--- src/rtl/outmem_reader.sv ---
// outmem_reader: drains the T x M result matrix from the output SRAM and streams it
// row-major on a valid/ready port. Define OUTMEM_ZERO_CHECK_EN for the sticky zero check on ERR.
module outmem_reader #(
  parameter int EW        = 16,
  parameter int DW        = 64,
  parameter int AW        = 4,
  parameter int ROWSTRIDE = 8
) (
  input  logic          CLK,
  input  logic          RST,
  input  logic          START,
  input  logic [11:0]   MNT,
  output logic          BUSY,
  output logic          DONE,
  output logic          EN_O,
  output logic          RW_O,
  output logic [AW-1:0] ADDR_O,
  input  logic [DW-1:0] RDATA_O,
  output logic          OUT_VALID,
  input  logic          OUT_READY,
  output logic [EW-1:0] OUT_DATA,
  output logic [2:0]    OUT_ROW,
  output logic [2:0]    OUT_COL,
  output logic          OUT_LAST,
  output logic          ERR
);
  localparam int LN = DW / EW;
  localparam int LW = (LN > 1) ? $clog2(LN) : 1;

  typedef enum logic [2:0] {IDLE, RD, CAP, EMIT, FIN} state_t;

  state_t        state_reg;
  logic [3:0]    m_reg, t_reg;
  logic [2:0]    r_reg, g_reg;
  logic [LW-1:0] lane_reg;
  logic [DW-1:0] buf_reg;
  logic          busy_reg, done_reg, en_reg, valid_reg, last_reg;
  logic [AW-1:0] addr_reg;
  logic [EW-1:0] data_reg;
  logic [2:0]    row_reg, col_reg;

  // Oversized dimensions are clamped to the 8x8 array.
  logic [3:0] m_in, t_in;
  assign m_in = (MNT[11:8] > 4'd8) ? 4'd8 : MNT[11:8];
  assign t_in = (MNT[3:0]  > 4'd8) ? 4'd8 : MNT[3:0];

  logic [EW-1:0] buf_lanes [LN];
`ifdef OUTMEM_ZERO_CHECK_EN
  logic [LN-1:0] lane_bad;
`endif
  logic [7:0] grp_base, col_cur, m_last;

  for (genvar gi = 0; gi < LN; gi++) begin : g_lane
    assign buf_lanes[gi] = buf_reg[DW-1-gi*EW -: EW];
`ifdef OUTMEM_ZERO_CHECK_EN
    assign lane_bad[gi] = ((grp_base + 8'(gi)) >= 8'(m_reg)) &&
                          (|RDATA_O[DW-1-gi*EW -: EW]);
`endif
  end

  logic [LW-1:0] lane_nxt;
  logic          row_last, end_word, last_elem, more_grp;
  assign grp_base  = 8'(g_reg) * 8'(LN);
  assign col_cur   = grp_base + 8'(lane_reg);
  assign m_last    = 8'(m_reg) - 8'd1;
  assign lane_nxt  = lane_reg + LW'(1);
  assign row_last  = ({1'b0, r_reg} == (t_reg - 4'd1));
  assign end_word  = (lane_reg == LW'(LN-1)) || (col_cur == m_last);
  assign last_elem = row_last && (col_cur == m_last);
  assign more_grp  = (grp_base + 8'(LN)) < 8'(m_reg);

  logic extra_needed, extra_mode;
`ifdef OUTMEM_ZERO_CHECK_EN
  logic extra_reg, err_reg;
  assign extra_needed = (t_reg != 4'd8);
  assign extra_mode   = extra_reg;
`else
  assign extra_needed = 1'b0;
  assign extra_mode   = 1'b0;
`endif

  function automatic logic [AW-1:0] word_addr(input logic [2:0] g, input logic [2:0] r);
    logic [31:0] a;
    a = 32'(g) * 32'(ROWSTRIDE) + 32'(r);
    return a[AW-1:0];
  endfunction

  always_ff @(posedge CLK) begin
    if (RST) begin
      state_reg <= IDLE;
      m_reg     <= '0;
      t_reg     <= '0;
      r_reg     <= '0;
      g_reg     <= '0;
      lane_reg  <= '0;
      buf_reg   <= '0;
      busy_reg  <= 1'b0;
      done_reg  <= 1'b0;
      en_reg    <= 1'b0;
      addr_reg  <= '0;
      valid_reg <= 1'b0;
      data_reg  <= '0;
      row_reg   <= '0;
      col_reg   <= '0;
      last_reg  <= 1'b0;
`ifdef OUTMEM_ZERO_CHECK_EN
      extra_reg <= 1'b0;
      err_reg   <= 1'b0;
`endif
    end else begin
      done_reg <= 1'b0;
      en_reg   <= 1'b0;
      addr_reg <= '0;
      case (state_reg)
        IDLE: begin
          if (START) begin
`ifdef OUTMEM_ZERO_CHECK_EN
            err_reg <= 1'b0;
`endif
            if (m_in != 4'd0 && t_in != 4'd0) begin
              m_reg     <= m_in;
              t_reg     <= t_in;
              r_reg     <= '0;
              g_reg     <= '0;
              lane_reg  <= '0;
              busy_reg  <= 1'b1;
              en_reg    <= 1'b1;
              addr_reg  <= word_addr(3'd0, 3'd0);
              state_reg <= RD;
            end else begin
              done_reg  <= 1'b1;
              state_reg <= FIN;
            end
          end
        end
        RD: state_reg <= CAP;
        CAP: begin
          if (extra_mode) begin
`ifdef OUTMEM_ZERO_CHECK_EN
            // Trailing rows T..7 are only inspected, never streamed.
            if (|RDATA_O) err_reg <= 1'b1;
            if (r_reg == 3'd7) begin
              if (more_grp) begin
                g_reg     <= g_reg + 3'd1;
                r_reg     <= t_reg[2:0];
                en_reg    <= 1'b1;
                addr_reg  <= word_addr(g_reg + 3'd1, t_reg[2:0]);
                state_reg <= RD;
              end else begin
                extra_reg <= 1'b0;
                busy_reg  <= 1'b0;
                done_reg  <= 1'b1;
                state_reg <= FIN;
              end
            end else begin
              r_reg     <= r_reg + 3'd1;
              en_reg    <= 1'b1;
              addr_reg  <= word_addr(g_reg, r_reg + 3'd1);
              state_reg <= RD;
            end
`endif
          end else begin
`ifdef OUTMEM_ZERO_CHECK_EN
            if (|lane_bad) err_reg <= 1'b1;
`endif
            buf_reg   <= RDATA_O;
            lane_reg  <= '0;
            valid_reg <= 1'b1;
            data_reg  <= RDATA_O[DW-1 -: EW];
            row_reg   <= r_reg;
            col_reg   <= grp_base[2:0];
            last_reg  <= row_last && (grp_base == m_last);
            state_reg <= EMIT;
          end
        end
        EMIT: begin
          if (valid_reg && OUT_READY) begin
            if (!end_word) begin
              lane_reg <= lane_nxt;
              data_reg <= buf_lanes[lane_nxt];
              col_reg  <= col_cur[2:0] + 3'd1;
              last_reg <= row_last && ((col_cur + 8'd1) == m_last);
            end else begin
              valid_reg <= 1'b0;
              last_reg  <= 1'b0;
              if (last_elem && extra_needed) begin
`ifdef OUTMEM_ZERO_CHECK_EN
                extra_reg <= 1'b1;
                g_reg     <= '0;
                r_reg     <= t_reg[2:0];
                en_reg    <= 1'b1;
                addr_reg  <= word_addr(3'd0, t_reg[2:0]);
                state_reg <= RD;
`endif
              end else if (last_elem) begin
                busy_reg  <= 1'b0;
                done_reg  <= 1'b1;
                state_reg <= FIN;
              end else begin
                // Next column group of this row, else first group of the next row.
                if (more_grp) begin
                  g_reg    <= g_reg + 3'd1;
                  addr_reg <= word_addr(g_reg + 3'd1, r_reg);
                end else begin
                  g_reg    <= '0;
                  r_reg    <= r_reg + 3'd1;
                  addr_reg <= word_addr(3'd0, r_reg + 3'd1);
                end
                en_reg    <= 1'b1;
                state_reg <= RD;
              end
            end
          end
        end
        FIN:     state_reg <= IDLE;
        default: state_reg <= IDLE;
      endcase
    end
  end

  assign BUSY      = busy_reg;
  assign DONE      = done_reg;
  assign EN_O      = en_reg;
  assign RW_O      = 1'b0;
  assign ADDR_O    = addr_reg;
  assign OUT_VALID = valid_reg;
  assign OUT_DATA  = data_reg;
  assign OUT_ROW   = row_reg;
  assign OUT_COL   = col_reg;
  assign OUT_LAST  = last_reg;
`ifdef OUTMEM_ZERO_CHECK_EN
  assign ERR = err_reg;
`else
  assign ERR = 1'b0;
`endif
endmodule

--- config.mk ---
export PLATFORM = sky130hd
export DESIGN_NAME = outmem_reader
export DESIGN_NICKNAME = d
export VERILOG_FILES = /design/src/rtl/outmem_reader.sv
export SDC_FILE = /design/constraint.sdc
export NUM_CORES = 1
export LEC_CHECK = 0
export CAP_MARGIN = 20
export CORE_MARGIN = 2
export CORE_UTILIZATION = 45
export CTS_CLUSTER_DIAMETER = 150
export DETAILED_ROUTE_END_ITERATION = 12
export PLACE_DENSITY = 0.71
export REMOVE_ABC_BUFFERS = 1
export SLEW_MARGIN = 20
export SYNTH_ARGS = -nofsm -noshare
export SYNTH_HDL_FRONTEND = slang
export SYNTH_SLANG_ARGS = --single-unit
--- constraint.sdc ---
create_clock -name CLK -period 5.23 [get_ports CLK]
set_input_delay 0.523 -clock CLK [delete_from_list [all_inputs] [get_ports CLK]]
set_output_delay 0.523 -clock CLK [all_outputs]
set_load 0.02 [all_outputs]
==> metrics.md, run 1 <==
| Metric | Value |
|---|---|
| Worst-case clock buffer depth | `2` |
| Reg2Reg Depth | `8` |
| Fill cells | `997` |
| Area grow syn2layout | `32.92%` |
| WP data arrival | `3.27 ns` |
| Crit Path Category | `reg2reg` |
| Rel. slew slack | `0.2851` |
| # diodes | `0` |
| Initial Util | `0.4580` |
| Post-Syn Instances | `627` |
| Worst path buffer plus inverter count | `1` |
| Reg clk slew, reported paths | `0.05 ns` |
| Leading register cell type out of synthesis | `dfxtp_1` |
| Post-placement worst setup slack | `2.280 ns` |
| Sequential-to-total area share from yosys stat | `0.4383` |
| Largest net degree at the start of global routing | `78` |
| Worst skew pair latency | `0.41 ns` |
| Design area | `6922 um^2` |
| Dominant cell type by area after synthesis | `dfxtp_1` |
| First-pass GRT wire length | `21.51 mm` |
| Max stage delay cell, worst path | `a31oi_4` |
| Cell family with most CP delay | `compound AO/OA/AOI/OAI gates` |
| Rows | `39` |
| CTS tree | `done` |
| Clk_skew | `0.01144 ns` |
| Hold path cells | `2` |
| Ys async rst share | `0` |
| Fin cells | `867` |
| Syn Area/Cell | `8.305 um^2` |
| F_max | `0.3332 GHz` |
| Clock Tree Root | `clkbuf_16` |
| WL per Instance | `15.06 um` |
| RePlAce Congestion | `0.8653` |
| Vias in the first global route | `4564` |
| Cell Area, Placed | `6319 um^2` |
| Peak supply drop | `0.2260 mV` |
| Initial antenna violation count | `0` |
| Hpwl dp | `8.693 mm` |
| DR pass1 iterations | `7` |
| Hold Fails Final Rpt | `0` |
| CP Max Fanout | `21` |
| CP peak stage delay | `0.94 ns` |
| Most frequent cell after synthesis | `nand2_1` |
| Die X | `111.6 um` |
| Final setup fails | `0` |
| Total GRT Usage | `0.2130` |
| Unrepaired setup endpoints after global routing | `false` |
| Layout Nets | `800` |
| Distinct cells, synth | `56` |
| Worst setup margin | `2.228 ns` |
| CTS H-tree depth | `4` |
| Num CTS Buffers | `17` |
| Sink Count | `114` |
| 1st-iter DRT viols | `227` |
| Number of max-cap violations | `0` |
| Dpl cells | `836` |
| Most frequent cells after synthesis | `nand2_1 (205), dfxtp_1 (114), a21oi_1 (84), clkbuf_1 (32), nor2_1 (29)` |
| Hold_buf cts | `0` |
| DRC | `0` |
| Area of the core | `11370 um^2` |
| Synth top area share | `0.4383` |
| Final Cycle Share | `0.5739` |
| Die Y | `111.6 um` |
| Worst min path class | `reg2reg` |
| CP Capture Type | `register` |
| Synth area leaders | `dfxtp_1 (44%), nand2_1 (15%), a21oi_1 (8.1%), mux4_2 (6.9%), mux2i_1 (3.5%)` |
| Via density | `5.326` |
| Die ar. | `12450 um^2` |
| Synthesized cell area | `5207 um^2` |
| Port buffer count | `106` |
| CP cell instances | `inv_1 -> ha_1 -> xor2_1 -> and3_1 -> a31oi_4 -> a31oi_4 -> mux2i_1 -> nor2_1` |
| GRT overflow | `0` |
| Post-synth EDFFs | `0` |
| I/O Pins | `113` |
| Routed WL | `13.06 mm` |
| Pleak | `2.594 nW` |
| Pwr Density | `430.2 nW/um^2` |
| #FFs+latches synth | `114` |
| Stages on the worst setup path | `8` |
| Total number of vias | `4618` |
| YS warnings | `0` |
| Data required, critical path | `5.50 ns` |
| Crit path top cell by count | `a31oi_4` |
| Core Util, Final | `0.6088` |
| Worst setup SP type | `register` |
| Final ANT Viol Nets | `0` |
| Share of layout cells above drive strength 1 | `0.09254` |
| Number of buffers inserted by post-CTS setup repair | `0` |
| Worst slew pin tran | `1.072 ns` |
| Final min period | `3.002 ns` |
| Final Max Slew Viols | `0` |
| Max reg flops | `64` |
| Outcome | `complete, no violations` |
| # resized after CTS | `0` |
-- metrics by stage --
stage / total power [mW] / TNS (ns) / hold slack [ns]
global route: 3.126 / 0 / 0.4687
global placement: 1.799 / 0 / 0.4393
finish: 2.978 / 0 / 0.4508
floorplan: 1.554 / -19.86 / 0.4271
CTS: 2.999 / 0 / 0.4531
detailed placement: 1.825 / 0 / 0.4440
-- layer usage --
| metal | up-vias | part of all wire | GRT usage |
|---|---|---|---|
| li1 | 2293 | - | - |
| met1 | 2169 | 0.43 | 0.2642 |
| met2 | 144 | 0.50 | 0.3577 |
| met3 | 12 | 0.061 | 0.05171 |
| met4 | 0 | 0.011 | 0.08642 |
| met5 | - | 0 | 0 |
-- path summary, 6_finish.rpt --
path | startpoint | to | slack (ns)
worst max-delay path | m_reg[0]$_SDFFE_PP0N_ | OUT_DATA[14]$_SDFFE_PP0P_ | 2.23
worst min-delay path | buf_lanes[14]$_SDFFE_PP0P_ | buf_lanes[14]$_SDFFE_PP0P_ | 0.45
worst max register to register | m_reg[0]$_SDFFE_PP0N_ | OUT_DATA[14]$_SDFFE_PP0P_ | 2.23
worst min register to register | buf_lanes[14]$_SDFFE_PP0P_ | buf_lanes[14]$_SDFFE_PP0P_ | 0.45
-- cell families (layout without fill, tap and decap cells) --
kind of cell             Yosys count  count (layout)  share of synthesized area
adder cells (fa/ha/maj)            8               8                    0.01922
multiplexers                      34              34                     0.1038
AND/OR/NAND/NOR                  277             277                     0.2227
flip-flops                       114             114                     0.4383
buffers and inverters             58             154                    0.04517
XOR/XNOR                          13              13                    0.02475
AO/OA/AOI/OAI                    122             122                     0.1454
other                              1               2                  0.0007201
-- cells in the final DEF (no fill, tap or decap), types with 3 or more instances in the layout --
| cell type | synthesis | layout |
|---|---|---|
| a21oi_1 | 84 | 84 |
| a31oi_1 | 4 | 3 |
| and3_1 | 3 | 3 |
| buf_4 | 3 | 6 |
| bufinv_16 | 0 | 3 |
| clkbuf_16 | 0 | 17 |
| clkbuf_8 | 0 | 3 |
| clkdlybuf4s50_1 | 0 | 105 |
| clkinv_2 | 0 | 4 |
| clkinvlp_4 | 0 | 3 |
| dfxtp_1 | 114 | 114 |
| ha_1 | 8 | 8 |
| inv_1 | 12 | 12 |
| mux2i_1 | 18 | 18 |
| mux4_2 | 16 | 16 |
| nand2_1 | 205 | 205 |
| nand3_1 | 4 | 4 |
| nand3b_1 | 8 | 8 |
| nor2_1 | 29 | 29 |
| nor2_2 | 3 | 3 |
| nor3_1 | 6 | 5 |
| nor4_1 | 3 | 3 |
| o21ai_0 | 6 | 6 |
| or4_1 | 3 | 3 |
| xnor2_1 | 6 | 6 |
| xor2_1 | 6 | 6 |
-- cell type report --
cell class	instances	area [um^2]	share of cell area
clock buffers	21	470.5	0.06797
inverters	12	45.04	0.006508
multi-input cells	456	2716	0.3924
flip-flops and latches	114	2282	0.3297
clock inverters	10	132.6	0.01916
repair buffers	111	1096	0.1584
well taps	143	178.9	0.02585
-- report_power, final --
group	internal, mW	switching (mW)
Clock	0.779	0.387
Combinational	0.310	0.418
Sequential	0.996	0.0878
-- worst register-to-register path: stages, from the launching register on --
cell and delay (ns):
dfxtp_1 0.45, inv_1 0.09, ha_1 0.34, xor2_1 0.18, and3_1 0.30, a31oi_4 0.20, a31oi_4 0.94, mux2i_1 0.30
nor2_1 0.05
No activity file was read; power rests on OpenSTA's default activity.
==> run 2, diff against run 1 <==
--- a/config.mk
+++ b/config.mk
@@ -10,7 +10,7 @@
 export CORE_UTILIZATION = 45
 export CTS_CLUSTER_DIAMETER = 150
 export DETAILED_ROUTE_END_ITERATION = 12
-export PLACE_DENSITY = 0.71
+export PLACE_DENSITY = 0.74
 export REMOVE_ABC_BUFFERS = 1
 export SLEW_MARGIN = 20
 export SYNTH_ARGS = -nofsm -noshare
==> constraint.sdc (replaced) <==
create_clock -name CLK -period 2.6 [get_ports CLK]
set_input_delay 0.26 -clock CLK [delete_from_list [all_inputs] [get_ports CLK]]
set_output_delay 0.26 -clock CLK [all_outputs]
set_load 0.02 [all_outputs]
==> run 2 against run 1 <==
  * First-iteration DRC count grew 33%
  * Design area grew 2.6%
  * Global-route usage grew 0.57 points
  * Critical path depth is the same
  * Maximum frequency grew 22%
  * Utilization grew 1.6 points
  * Sequential cell count is the same
  * Register-to-register slack lost 2.1 ns
  * Sequential power grew 100%
  * Power grew 110%
  * Via count grew 2.5%
  * Critical endpoint is now g_reg[0]$_SDFFE_PP0P_
  * Highest routed layer unchanged
==> metrics.md, run 2 (synthesized netlist as in run 1, its figures left out) <==
| Metric | Value |
|---|---|
| Outcome | `complete, no violations` |
| Fin Setup TNS | `0 ns (unchanged)` |
| Area of the core | `11370 um^2 (unchanged)` |
| WL per Instance | `14.79 um (-1.8%)` |
| F_max | `0.4056 GHz (+22%)` |
| CP Max Fanout | `6 (-71%)` |
| Reg-to-Reg End | `g_reg[0]$_SDFFE_PP0P_` |
| Clock Tree Root | `clkbuf_16` |
| Port buffer count | `106 (unchanged)` |
| RePlAce Congestion | `0.9389 (+8.5%)` |
| Die ar. | `12450 um^2 (unchanged)` |
| Rel. slew slack | `0.4373 (+0.1521)` |
| Worst Hold End | `OUT_DATA[7]$_SDFFE_PP0P_` |
| Hold Fails Final Rpt | `0 (unchanged)` |
| Worst setup SP type | `register` |
| Clock share of power | `0.399 (+0.007)` |
| CTS tree | `done` |
| Reg2Reg Depth | `8 (unchanged)` |
| Worst skew pair latency | `0.41 ns (about the same)` |
| RR Startpoint | `m_reg[1]$_SDFFE_PP0N_` |
| Logic pwr share | `0.249 (+0.005)` |
| # diodes | `0 (unchanged)` |
| CP Capture Type | `register` |
| Hpwl dp | `8.911 mm (+2.5%)` |
| Peak supply drop | `0.4360 mV (+93%)` |
| Vias in the first global route | `4689 (+2.7%)` |
| Sink Count | `114 (unchanged)` |
| Final setup fails | `0 (unchanged)` |
| Pwr Density | `870.3 nW/um^2 (+100%)` |
| Final Max Slew Viols | `0 (unchanged)` |
| WP data arrival | `2.80 ns (-0.47 ns)` |
| Psw | `1.847 mW (+110%)` |
| Pint | `4.333 mW (+110%)` |
| Max stage delay cell, worst path | `or3b_2` |
| CP peak stage delay | `0.50 ns (-0.44 ns)` |
| Core Util, Final | `0.6245 (+0.01574)` |
| Reg2reg setup slack | `0.13 ns (-2.09 ns)` |
| I/O Pins | `113 (unchanged)` |
| Total number of vias | `4732 (+2.5%)` |
| Worst min path class | `in2reg` |
| CTS H-tree depth | `4 (unchanged)` |
| Rows | `39 (unchanged)` |
| CP cell instances | `inv_1 -> ha_1 -> or3b_2 -> and3_1 -> a31oi_1 -> a311oi_4 -> or4_1 -> a21oi_1` |
| Reg clk slew, reported paths | `0.06 ns (about the same)` |
| Max reg flops | `64 (unchanged)` |
| Num CTS Buffers | `17 (unchanged)` |
| Area grow syn2layout | `36.35%` |
| DR pass1 iterations | `4 (-3)` |
| Final Cycle Share | `0.9483 (+0.3743)` |
| Switching part of the total power | `0.2988 (-0.001141)` |
| Unrepaired setup endpoints after global routing | `false` |
| Routed WL | `13.07 mm (about the same)` |
| Initial antenna violation count | `0 (unchanged)` |
| Crit Path Category | `reg2reg` |
| Fin cells | `884 (+2.0%)` |
| Data required, critical path | `2.94 ns (-2.56 ns)` |
| Most frequent cells in the layout | `nand2_1 (205), dfxtp_1 (113), clkdlybuf4s50_1 (105)` |
| Worst setup margin | `0.1345 ns (-2.094 ns)` |
| Hold Crit Start | `RST` |
| Worst slew pin tran | `0.8364 ns (-0.2359 ns)` |
| Initial Util | `0.4580 (unchanged)` |
| Final ANT Viol Nets | `0 (unchanged)` |
| Commonest non-fill, non-tap cell in the layout | `nand2_1` |
| Part of the power in registers | `0.352 (-0.012)` |
| 1st-iter DRT viols | `303 (+33%)` |
| Worst-case clock buffer depth | `2 (unchanged)` |
| Total GRT Usage | `0.2186 (+0.005684)` |
| Die Y | `111.6 um (unchanged)` |
| Pleak | `2.679 nW (+3.3%)` |
| Layout Nets | `816 (+2.0%)` |
| Die X | `111.6 um (unchanged)` |
| Final min period | `2.465 ns (-0.5362 ns)` |
| Largest net degree at the start of global routing | `69 (-12%)` |
| DRC | `0 (unchanged)` |
| Dpl cells | `852 (+1.9%)` |
| Via density | `5.353 (+0.50%)` |
| Hold path cells | `2 (unchanged)` |
| First-pass GRT wire length | `22.01 mm (+2.3%)` |
| Number of max-cap violations | `0 (unchanged)` |
| Post-placement worst setup slack | `0.03286 ns (-2.247 ns)` |
| Share of layout cells above drive strength 1 | `0.1188 (+0.02622)` |
| Clk_skew | `0.005907 ns (-0.005531 ns)` |
| GRT overflow | `0 (unchanged)` |
run 2: routing by layer:
layer  vias up  track usage  part of all wire
li1       2336            -                 -
met1      2231       0.2798              0.43
met2       137       0.3512              0.49
met3        28      0.05661             0.057
met4         0      0.09547             0.019
met5         -            0                 0
run 2: metrics by stage:
stage | hold slack [ns] | area (um^2) | power (mW)
after detailed placement | 0.4465 | 6451 | 3.740
after global routing | 0.3680 | 7101 | 6.504
final | 0.3446 | 7101 | 6.180
after global placement | 0.4398 | 6451 | 3.688
after floorplan | 0.3289 | 5021 | 3.127
after CTS | 0.3410 | 7088 | 6.218
run 2: timing repair:
item                       CTS  global route
buffers inserted             0             0
gates resized for setup      0             4
setup endpoints to repair    0            22
hold endpoints to repair     0             0
hold buffers                 0             0
run 2: area by class of cell:
| type | count | area (um^2) |
|---|---|---|
| Fill cell | 979 | 4269 |
| Timing Repair Buffer | 127 | 1229 |
| Multi-Input combinational cell | 456 | 2728 |
| Clock buffer | 19 | 452.9 |
| Inverter | 12 | 45.04 |
| Clock inverter | 13 | 183.9 |
| Sequential cell | 114 | 2283 |
| Tap cell | 143 | 178.9 |
run 2: critical path: cells and delay by family (launching register included):
| kind | cells | cell delay, ns |
|---|---|---|
| DFF | 1 | 0.33 |
| buffers and inverters | 1 | 0.08 |
| AOI/OAI and AO/OA | 3 | 0.60 |
| adders and majority gates | 1 | 0.20 |
| and+or+nand+nor | 3 | 1.18 |
run 2: how the worst max path moves through the flow:
stage / from / end / slack, ns / cells past startpoint
3_3_place_gp: t_reg[1]$_SDFFE_PP0N_ / g_reg[1]$_SDFFE_PP0P_ / 0.11 / 8
5_1_grt: m_reg[1]$_SDFFE_PP0N_ / OUT_DATA[7]$_SDFFE_PP0P_ / 0.02 / 9
3_5_place_dp: t_reg[0]$_SDFFE_PP0N_ / state_reg[2]$_SDFFE_PP0P_ / 0.03 / 9
6_report: m_reg[1]$_SDFFE_PP0N_ / g_reg[0]$_SDFFE_PP0P_ / 0.13 / 8
4_1_cts: t_reg[1]$_SDFFE_PP0N_ / state_reg[2]$_SDFFE_PP0P_ / 0.006 / 9
2_1_floorplan: state_reg[1]$_SDFFE_PP0P_ / OUT_COL[0]$_SDFFE_PP0P_ / -3.92 / 5
run 2: power by group through the flow:
stage	clock network (mW)	logic (mW)	registers (mW)
floorplan	0	0.888	2.24
global placement	0	1.50	2.19
detailed placement	0	1.53	2.21
CTS	2.50	1.55	2.17
global route	2.59	1.70	2.21
finish	2.46	1.54	2.17
==> run 3, diff against run 2 <==
--- a/config.mk
+++ b/config.mk
@@ -5,7 +5,7 @@
 export SDC_FILE = /design/constraint.sdc
 export NUM_CORES = 1
 export LEC_CHECK = 0
-export CAP_MARGIN = 20
+export CAP_MARGIN = 30
 export CORE_MARGIN = 2
 export CORE_UTILIZATION = 45
 export CTS_CLUSTER_DIAMETER = 150
==> results of run 3 <==
Same layout as run 2: the final DEF is identical, and so are final timing and power.
